==> src/rtl/final_ctrl.sv <==
// ---------------------------------------------------------------------------
// final_ctrl -- trace-window controller.
//
// Turns a level trace-enable request into registered begin/pause events and
// keeps saturating counts of segments begun and of traced cycles. An
// end-of-run request drives a fixed-length flush and then parks the block in
// a terminal DONE state that only reset leaves.
//
// Ports:
//   clk_i          single clock, all state on posedge
//   reset_i        asynchronous active-low reset
//   arm_i          trace destination configured (level)
//   en_i           trace-enable request (level)
//   fini_i         end-of-run / flush request (level)
//   tracing_o      capture active (high exactly while in ON)
//   begin_v_o      one-cycle pulse: a segment began
//   pause_v_o      one-cycle pulse: a segment paused
//   fini_v_o       one-cycle pulse: flush completed
//   done_o         terminal state reached (sticky until reset)
//   seg_count_o    segments begun, saturating
//   trace_cycles_o cycles spent with tracing_o=1, saturating
//   overflow_o     sticky: either counter reached all-ones
//   dbg_state_o    current FSM state (OFF=0, ON=1, FLUSH=2, DONE=3)
//
// Handshake note: there is no valid/ready exchange here. Requests are plain
// levels sampled on every rising edge; every event output is a registered
// pulse that is high for exactly the one cycle following the edge at which
// the causing input was sampled, with no back-pressure.
//
// flush_cycles_p must lie in 1..255.
// ---------------------------------------------------------------------------
module final_ctrl #(
    parameter int cnt_width_p    = 32,
    parameter int seg_width_p    = 8,
    parameter int flush_cycles_p = 4
) (
    input  logic                   clk_i,
    input  logic                   reset_i,
    input  logic                   arm_i,
    input  logic                   en_i,
    input  logic                   fini_i,
    output logic                   tracing_o,
    output logic                   begin_v_o,
    output logic                   pause_v_o,
    output logic                   fini_v_o,
    output logic                   done_o,
    output logic [seg_width_p-1:0] seg_count_o,
    output logic [cnt_width_p-1:0] trace_cycles_o,
    output logic                   overflow_o,
    output logic [1:0]             dbg_state_o
);

    localparam logic [1:0] ST_OFF   = 2'd0;
    localparam logic [1:0] ST_ON    = 2'd1;
    localparam logic [1:0] ST_FLUSH = 2'd2;
    localparam logic [1:0] ST_DONE  = 2'd3;

    // Flush counter value seen in the last FLUSH cycle.
    localparam logic [7:0] FLUSH_LAST = 8'(flush_cycles_p - 1);

    // "One below all-ones": the value from which an increment saturates.
    localparam logic [seg_width_p-1:0] SEG_MAX  = '1;
    localparam logic [seg_width_p-1:0] SEG_NEAR = SEG_MAX - 1'b1;
    localparam logic [cnt_width_p-1:0] CYC_MAX  = '1;
    localparam logic [cnt_width_p-1:0] CYC_NEAR = CYC_MAX - 1'b1;

    logic [1:0] state_q;
    logic [1:0] state_d;
    logic [7:0] flush_cnt_q;
    logic [7:0] flush_cnt_d;
    logic       begin_d;
    logic       pause_d;
    logic       fini_d;
    logic       seg_inc;
    logic       cyc_inc;
    logic       seg_hit;
    logic       cyc_hit;

    assign dbg_state_o = state_q;

    // Next-state and pulse decode. fini_i is tested first in every state so
    // it always wins over en_i/arm_i.
    always_comb begin
        state_d     = state_q;
        flush_cnt_d = flush_cnt_q;
        begin_d     = 1'b0;
        pause_d     = 1'b0;
        fini_d      = 1'b0;
        seg_inc     = 1'b0;
        case (state_q)
            ST_OFF: begin
                if (fini_i) begin
                    // Without a configured destination there is nothing to
                    // flush, so jump straight to DONE without a fini pulse.
                    if (arm_i) begin
                        state_d     = ST_FLUSH;
                        flush_cnt_d = 8'd0;
                    end else begin
                        state_d = ST_DONE;
                    end
                end else if (arm_i && en_i) begin
                    state_d = ST_ON;
                    begin_d = 1'b1;
                    seg_inc = 1'b1;
                end
            end
            ST_ON: begin
                if (fini_i) begin
                    state_d     = ST_FLUSH;
                    flush_cnt_d = 8'd0;
                    pause_d     = 1'b1;
                end else if (!en_i || !arm_i) begin
                    state_d = ST_OFF;
                    pause_d = 1'b1;
                end
            end
            ST_FLUSH: begin
                if (flush_cnt_q == FLUSH_LAST) begin
                    state_d = ST_DONE;
                    fini_d  = 1'b1;
                end else begin
                    flush_cnt_d = flush_cnt_q + 8'd1;
                end
            end
            default: begin
                state_d = ST_DONE;
            end
        endcase
    end

    // Each cycle spent in ON is counted on the edge that ends it.
    assign cyc_inc = (state_q == ST_ON);

    // Saturation is flagged on the increment that lands on all-ones.
    assign seg_hit = seg_inc && (seg_count_o == SEG_NEAR);
    assign cyc_hit = cyc_inc && (trace_cycles_o == CYC_NEAR);

    always_ff @(posedge clk_i or negedge reset_i) begin
        if (!reset_i) begin
            state_q        <= ST_OFF;
            flush_cnt_q    <= 8'd0;
            tracing_o      <= 1'b0;
            begin_v_o      <= 1'b0;
            pause_v_o      <= 1'b0;
            fini_v_o       <= 1'b0;
            done_o         <= 1'b0;
            seg_count_o    <= '0;
            trace_cycles_o <= '0;
            overflow_o     <= 1'b0;
        end else begin
            state_q     <= state_d;
            flush_cnt_q <= flush_cnt_d;
            tracing_o   <= (state_d == ST_ON);
            done_o      <= (state_d == ST_DONE);
            begin_v_o   <= begin_d;
            pause_v_o   <= pause_d;
            fini_v_o    <= fini_d;
            if (seg_inc && (seg_count_o != SEG_MAX)) begin
                seg_count_o <= seg_count_o + 1'b1;
            end
            if (cyc_inc && (trace_cycles_o != CYC_MAX)) begin
                trace_cycles_o <= trace_cycles_o + 1'b1;
            end
            if (seg_hit || cyc_hit) begin
                overflow_o <= 1'b1;
            end
        end
    end

endmodule

==> config.mk <==
export PLATFORM = sky130hd
export DESIGN_NAME = final_ctrl
export DESIGN_NICKNAME = d
export VERILOG_FILES = /design/src/rtl/final_ctrl.sv
export SDC_FILE = /design/constraint.sdc
export NUM_CORES = 1
export LEC_CHECK = 0
export CAP_MARGIN = 5
export CORE_ASPECT_RATIO = 0.6
export CORE_UTILIZATION = 65
export DETAILED_ROUTE_END_ITERATION = 6
export DONT_BUFFER_PORTS = 1
export PLACE_DENSITY = 0.81
export SETUP_SLACK_MARGIN = 0.3
export SYNTH_ARGS = -nofsm -noshare
export SYNTH_HDL_FRONTEND = slang
export SYNTH_SLANG_ARGS = --single-unit
==> constraint.sdc <==
create_clock -name clk_i -period 4.9 [get_ports clk_i]
set_clock_uncertainty 0.2 [all_clocks]
set_input_delay 0.735 -clock clk_i [delete_from_list [all_inputs] [get_ports clk_i]]
set_output_delay 0.735 -clock clk_i [all_outputs]
set_load 0.01 [all_outputs]
==> results.toml, run 1 <==
[routing]
drt_first_pass_iters = 5
drt-met1-wl_um = 2820
avgViaCountPerCell = 6.20
drt_iter0_markers = 168
drcViolationCount = 0
top_layer_used = "met4"
wire_per_inst_um = 17.0
route.met3.wl_um = 485
drtAntennaViolNets = 0
num_vias = 2032
wl_met2_um = 2230
finalWirelength_um = 5590

[sta]
report.final.slew_viol_count = 0
fin_ws_ns = 2.60
fin_crit_ns = 2.30
finalSetupTns_ns = 0
worst_slew_pin_slew_ns = 0.679
max_freq_ghz = 0.434
timing_hold_violations_final = 0
holdWs_ns = 0.0734
setup_viol = 0
relSlewSlack = 0.544
fin_crit_sh = 0.470
rsz0062_at_grt = "no"

[layout]
diodes = 0
syn_to_final_growth_pct = 6.69
fin_util = 0.761
final_nets = 280
drive_gt1_frac = 0.0738
finalNonFillerCells = 328
final_area_um2 = 2930

[global_routing]
grt_util_all_layers = 0.264
grt_max_degree = 57
grt_pass1_vias = 1718
grt_overflow = 0
antenna_found_initial = 0
grt_pass1_wl_um = 8730

[synth]
yosysMostFrequentCell = "dfrtp_1"
ys_seq_area_frac = 0.510
synth_commonest_cells = "dfrtp_1 (56), nand2_1 (25), xnor2_1 (25)"
ys.warnings.count = 0
synth_top_cell_area_share = 0.510
yosysTopAreaCell = "dfrtp_1"
yosys.cell_types.count = 43
synth_edf_count = 0
synth_flop_cell = "dfrtp_1"
synth-seq-cells = 56
syn_nets = 280
ys_top_cells_by_area = "dfrtp_1 (51%), xnor2_1 (8.0%), nand4_1 (3.9%)"
syn_area_per_cell_um2 = 10.2
synth_area_um2 = 2750
ys_async_sr_fraction = 1.00
synthCells = 270

[placed_design]
placed_area_um2 = 2780
place.gp.congestion = 0.833
dp.cells = 319
place_ws_ns = 2.53
port_buffers = 0
dp_hpwl_um = 3940

[clock_tree]
cts.sinks = 56
cts_buffer_depth = 2
cts_resized = 0
insertion_delay_ns = 0.31
path_clk_slew_ns = 0.10
h-tree-depth = 2
cts_inserted_buffers = 5
tritoncts = "done"
clock-root-buffer = "clkbuf_8"

[floorplanning]
die_y_um = 52.4
initial_core_util = 0.714
die_area_um2 = 4500
core_area_um2 = 3850
ios = 53
row_count = 17
die_x_um = 85.9

[worst_setup_path]
worst-r2r-cell-count = 6
cp_data_arrival_time_ns = 2.30
crit_path_end_kind = "flip-flop"
critPathMaxFanout = 8
r2r_slack_ns = 2.60
r2r-end = "flush_cnt_q[6]"
reg2reg_from = "flush_cnt_q[0]"
critPathLaunchType = "flip-flop"
crit_type = "reg -> reg"
required_ns = 4.89

[power_and_ir_drop]
leakagePower_nw = 1.32
p_per_area_nw_per_um2 = 304
finalPower_uw = 892
peakVddDrop_mv = 0.205

[worst_hold_path]
min_path_type = "in -> async"

[job]
maxCapViolCount = 0

[status]
status = "finished clean"
-- what timing repair did --
action | CTS | global route
endpoints found under the hold margin | 56 | 0
buffers inserted | 0 | 0
hold buffers | 1 | 0
-- worst max-delay path, stage by stage, from the launching register on --
cell	delay [ns]
dfrtp_1	0.42
ha_1	0.26
nor4b_2	0.19
a21oi_1	0.50
nor2_1	0.28
o21ai_0	0.24
o31ai_1	0.10
-- flip-flops by register name, summed over array words and instances (netlist names) --
register        cells
pause_v_o           1
trace_cycles_o     32
dbg_state_o         2
fini_v_o            1
tracing_o           1
begin_v_o           1
overflow_o          1
done_o              1
flush_cnt_q         8
seg_count_o         8
-- cell families (layout without fill, tap and decap cells) --
logic type	count (synthesis)	after routing	share of synthesized area
AND/OR/NAND/NOR	126	126	0.256
flip-flops	56	56	0.510
AO/OA/AOI/OAI	33	33	0.0756
XOR/XNOR	33	33	0.105
buffers and inverters	15	16	0.0228
adder cells (fa/ha/maj)	5	5	0.0228
multiplexers	2	2	0.00729
-- final cells by class --
class | count | area [um2]
clock buffer | 6 | 82.6
tap | 57 | 71.3
inverter | 7 | 26.3
fill | 275 | 918
multi-input combinational | 199 | 1280
sequential | 56 | 1400
timing repair buffer | 1 | 27.5
clock inverter | 2 | 38.8
-- worst max path at each step --
stage                            startpoint                 end  slack [ns]  cells past startpoint
after floorplan           trace_cycles_o[0]  trace_cycles_o[18]        2.86                      6
after global placement               fini_i      seg_count_o[7]        2.65                      5
after detailed placement             fini_i      seg_count_o[5]        2.53                      5
after CTS                    flush_cnt_q[0]      flush_cnt_q[6]        2.62                      6
after global routing         flush_cnt_q[0]      flush_cnt_q[5]        2.40                      6
final                        flush_cnt_q[0]      flush_cnt_q[6]        2.60                      6
-- power breakdown --
group	internal, mW	total [mW]	switching [mW]
clock network	0.167	0.318	0.151
logic	0.0256	0.0615	0.0359
registers	0.482	0.512	0.0300
total	0.675	0.892	0.217
-- layout by cell type (no fill, tap or decap), drive strengths merged, types with 2 or more instances in the layout --
master / netlist / routed
and3: 17 / 17
nand2: 25 / 25
ha: 5 / 5
nor4: 2 / 2
a21oi: 6 / 6
xnor2: 25 / 25
nand2b: 2 / 2
and4: 6 / 6
nor2b: 2 / 2
clkbuf: 3 / 6
nor2: 22 / 22
nand4: 19 / 19
mux2i: 2 / 2
a31oi: 5 / 5
nor3: 8 / 8
o21ai: 15 / 15
xor2: 8 / 8
and2: 2 / 2
dfrtp: 56 / 56
inv: 7 / 7
nand3: 15 / 15
or2: 2 / 2
-- layer usage --
metal,GRT usage,vias to the layer above
met5,0,-
met4,0.0972,0
met3,0.0740,6
met2,0.339,93
met1,0.413,972
li1,-,961
(Power assumes the default switching activity.)
==> inputs of run 2 (changes only) <==
- CORE_UTILIZATION: 65 -> 63
- PLACE_DENSITY: 0.81 -> 0.79
- clock period: 4.9 -> 2.3 ns (I/O delays scaled with it)
==> run 2 against run 1 <==
Register-to-register slack got worse by 2.3 ns. Fmax up 14%. Non-clock buffer count grew 29. Sequential share of layout area down 3.8 points. Largest power group unchanged. Highest routed layer unchanged.
==> results.toml, run 2 (synthesis results as in run 1) <==
[layout]
ff_latch_area_um2 = 1410
multiInputGateArea_um2 = 1340
final_area_um2 = 3210
largest_register_ffs = 32
layout_common_cells = "dfrtp_1 (48), buf_4 (26), nand2_1 (25), xnor2_1 (25), nor2_1 (21)"
drive_gt1_frac = 0.220
syn_to_final_growth_pct = 16.8
regMostFlops = "trace_cycles_o"
final_nets = 309
fillers = 281
reg.largest.list = "trace_cycles_o: 32 flops, flush_cnt_q: 8 flops, seg_count_o: 8 flops"
diodes = 0
final_common_cell = "dfrtp_1"

[routing]
wire_per_inst_um = 17.1
drt_first_pass_iters = 4
top_layer_used = "met4"
route.met3.wl_um = 586
finalWirelength_um = 6170
drcViolationCount = 0
drt_iter0_markers = 151
wl_met2_um = 2560
num_vias = 2186
drtAntennaViolNets = 0
drt-met1-wl_um = 2940
avgViaCountPerCell = 6.07

[placed_design]
port_buffers = 0
place_ws_ns = 0.195
dp_hpwl_um = 4130
placed_area_um2 = 2940
place.gp.congestion = 0.895

[floorplanning]
core_area_um2 = 4140
initial_core_util = 0.663
die_x_um = 87.3
die_y_um = 53.2
row_count = 18
ios = 53
die_area_um2 = 4640

[worst_setup_path]
crit_path_end_kind = "flip-flop"
critPathSlowestCell = "dfrtp_2"
path_cells = "nand4_2 -> or3_4 -> a211oi_4 -> and3_4 -> xor2_1"
critPathMaxFanout = 6
critical-path-max-stage-delay_ns = 0.46
required_ns = 2.35
crit_type = "reg -> reg"
critPathLaunchType = "flip-flop"
cp_data_arrival_time_ns = 2.08

[clock_tree]
clock-root-buffer = "clkbuf_8"
cts_inserted_buffers = 5
insertion_delay_ns = 0.32
cts.sinks = 56
h-tree-depth = 2
path_clk_slew_ns = 0.11
tritoncts = "done"
cts_buffer_depth = 2

[power_and_ir_drop]
seq_power_share = 0.608
p_int_mw = 1.30
swShare = 0.273
switching_power_uw = 490
peakVddDrop_mv = 0.363
power_frac_clock = 0.312
power_frac_comb = 0.080
leakagePower_nw = 1.44
p_per_area_nw_per_um2 = 559

[worst_hold_path]
min_path_type = "in -> reg"

[global_routing]
grt_max_degree = 57
antenna_found_initial = 0
grt_util_all_layers = 0.280
grt_overflow = 0
grt_pass1_vias = 1907
grt_pass1_wl_um = 9520

[sta]
fin_ws_ns = 0.273
fin_crit_ns = 2.03
max_freq_ghz = 0.493
setup_viol = 0
report.final.slew_viol_count = 0
timing_hold_violations_final = 0
fin_crit_sh = 0.881
finalSetupTns_ns = 0
relSlewSlack = 0.686
worst_slew_pin_slew_ns = 0.468
rsz0062_at_grt = "yes"

[job]
maxCapViolCount = 0

[status]
status = "finished clean"
[run 2: layout make-up]
cell class,count,share of cell area
repair buffers,30,0.0819
clock inverters,3,0.00663
multi-input cells,199,0.418
inverters,7,0.00819
flip-flops and latches,56,0.440
clock buffers,5,0.0215
well taps,60,0.0234
[run 2: metal layers]
metal  GRT usage  vias up
li1            -     1010
met3      0.0967       11
met5           0        -
met2       0.358      100
met1       0.433     1065
met4      0.0820        0
[run 2: worst max-delay path, delay by kind of cell, from the launching register on]
kind | cells | cell delay, ns
AO/OA/AOI/OAI | 1 | 0.30
XOR/XNOR | 1 | 0.13
flip-flops | 1 | 0.46
AND/OR/NAND/NOR | 3 | 0.87
[run 2: final timing paths]
check                                        from                 end  slack (ns)  cells past startpoint
worst max-delay path            trace_cycles_o[6]  trace_cycles_o[18]        0.27                      5
worst min-delay path                         en_i           tracing_o        0.06                      2
worst max register to register  trace_cycles_o[6]  trace_cycles_o[18]        0.27                      5
worst min register to register     flush_cnt_q[7]      flush_cnt_q[7]        0.34                      1
max in group asynchronous                 reset_i   trace_cycles_o[0]        1.31                      2
min in group asynchronous                 reset_i  trace_cycles_o[15]        0.33                      2
[run 2: what timing repair did]
item,4_1_cts,5_1_grt
setup endpoints to repair,28,38
setup buffers,6,1
hold endpoints to repair,58,0
pin swaps,3,5
hold buffers,3,0
gates resized for setup,10,10
gates cloned,0,0
[run 2: power by group through the flow]
| stage | clock network (mW) | registers [mW] | logic (mW) |
|---|---|---|---|
| after floorplan | 0 | 1.08 | 0.0978 |
| after global placement | 0 | 1.10 | 0.100 |
| after detailed placement | 0 | 1.10 | 0.106 |
| after CTS | 0.563 | 1.09 | 0.135 |
| after global routing | 0.608 | 1.10 | 0.167 |
| final | 0.560 | 1.09 | 0.144 |
[run 2: through the flow]
| stage | power (mW) | hold WS, ns | util | std cells |
|---|---|---|---|---|
| 6_report | 1.79 | 0.0554 | 0.774 | 360 |
| 5_1_grt | 1.87 | 0.0746 | 0.774 | 360 |
| 4_1_cts | 1.79 | 0.0351 | 0.764 | 359 |
| 3_5_place_dp | 1.21 | -0.150 | 0.709 | 342 |
| 3_3_place_gp | 1.20 | -0.150 | 0.709 | 342 |
| 2_1_floorplan | 1.18 | -0.151 | - | 270 |
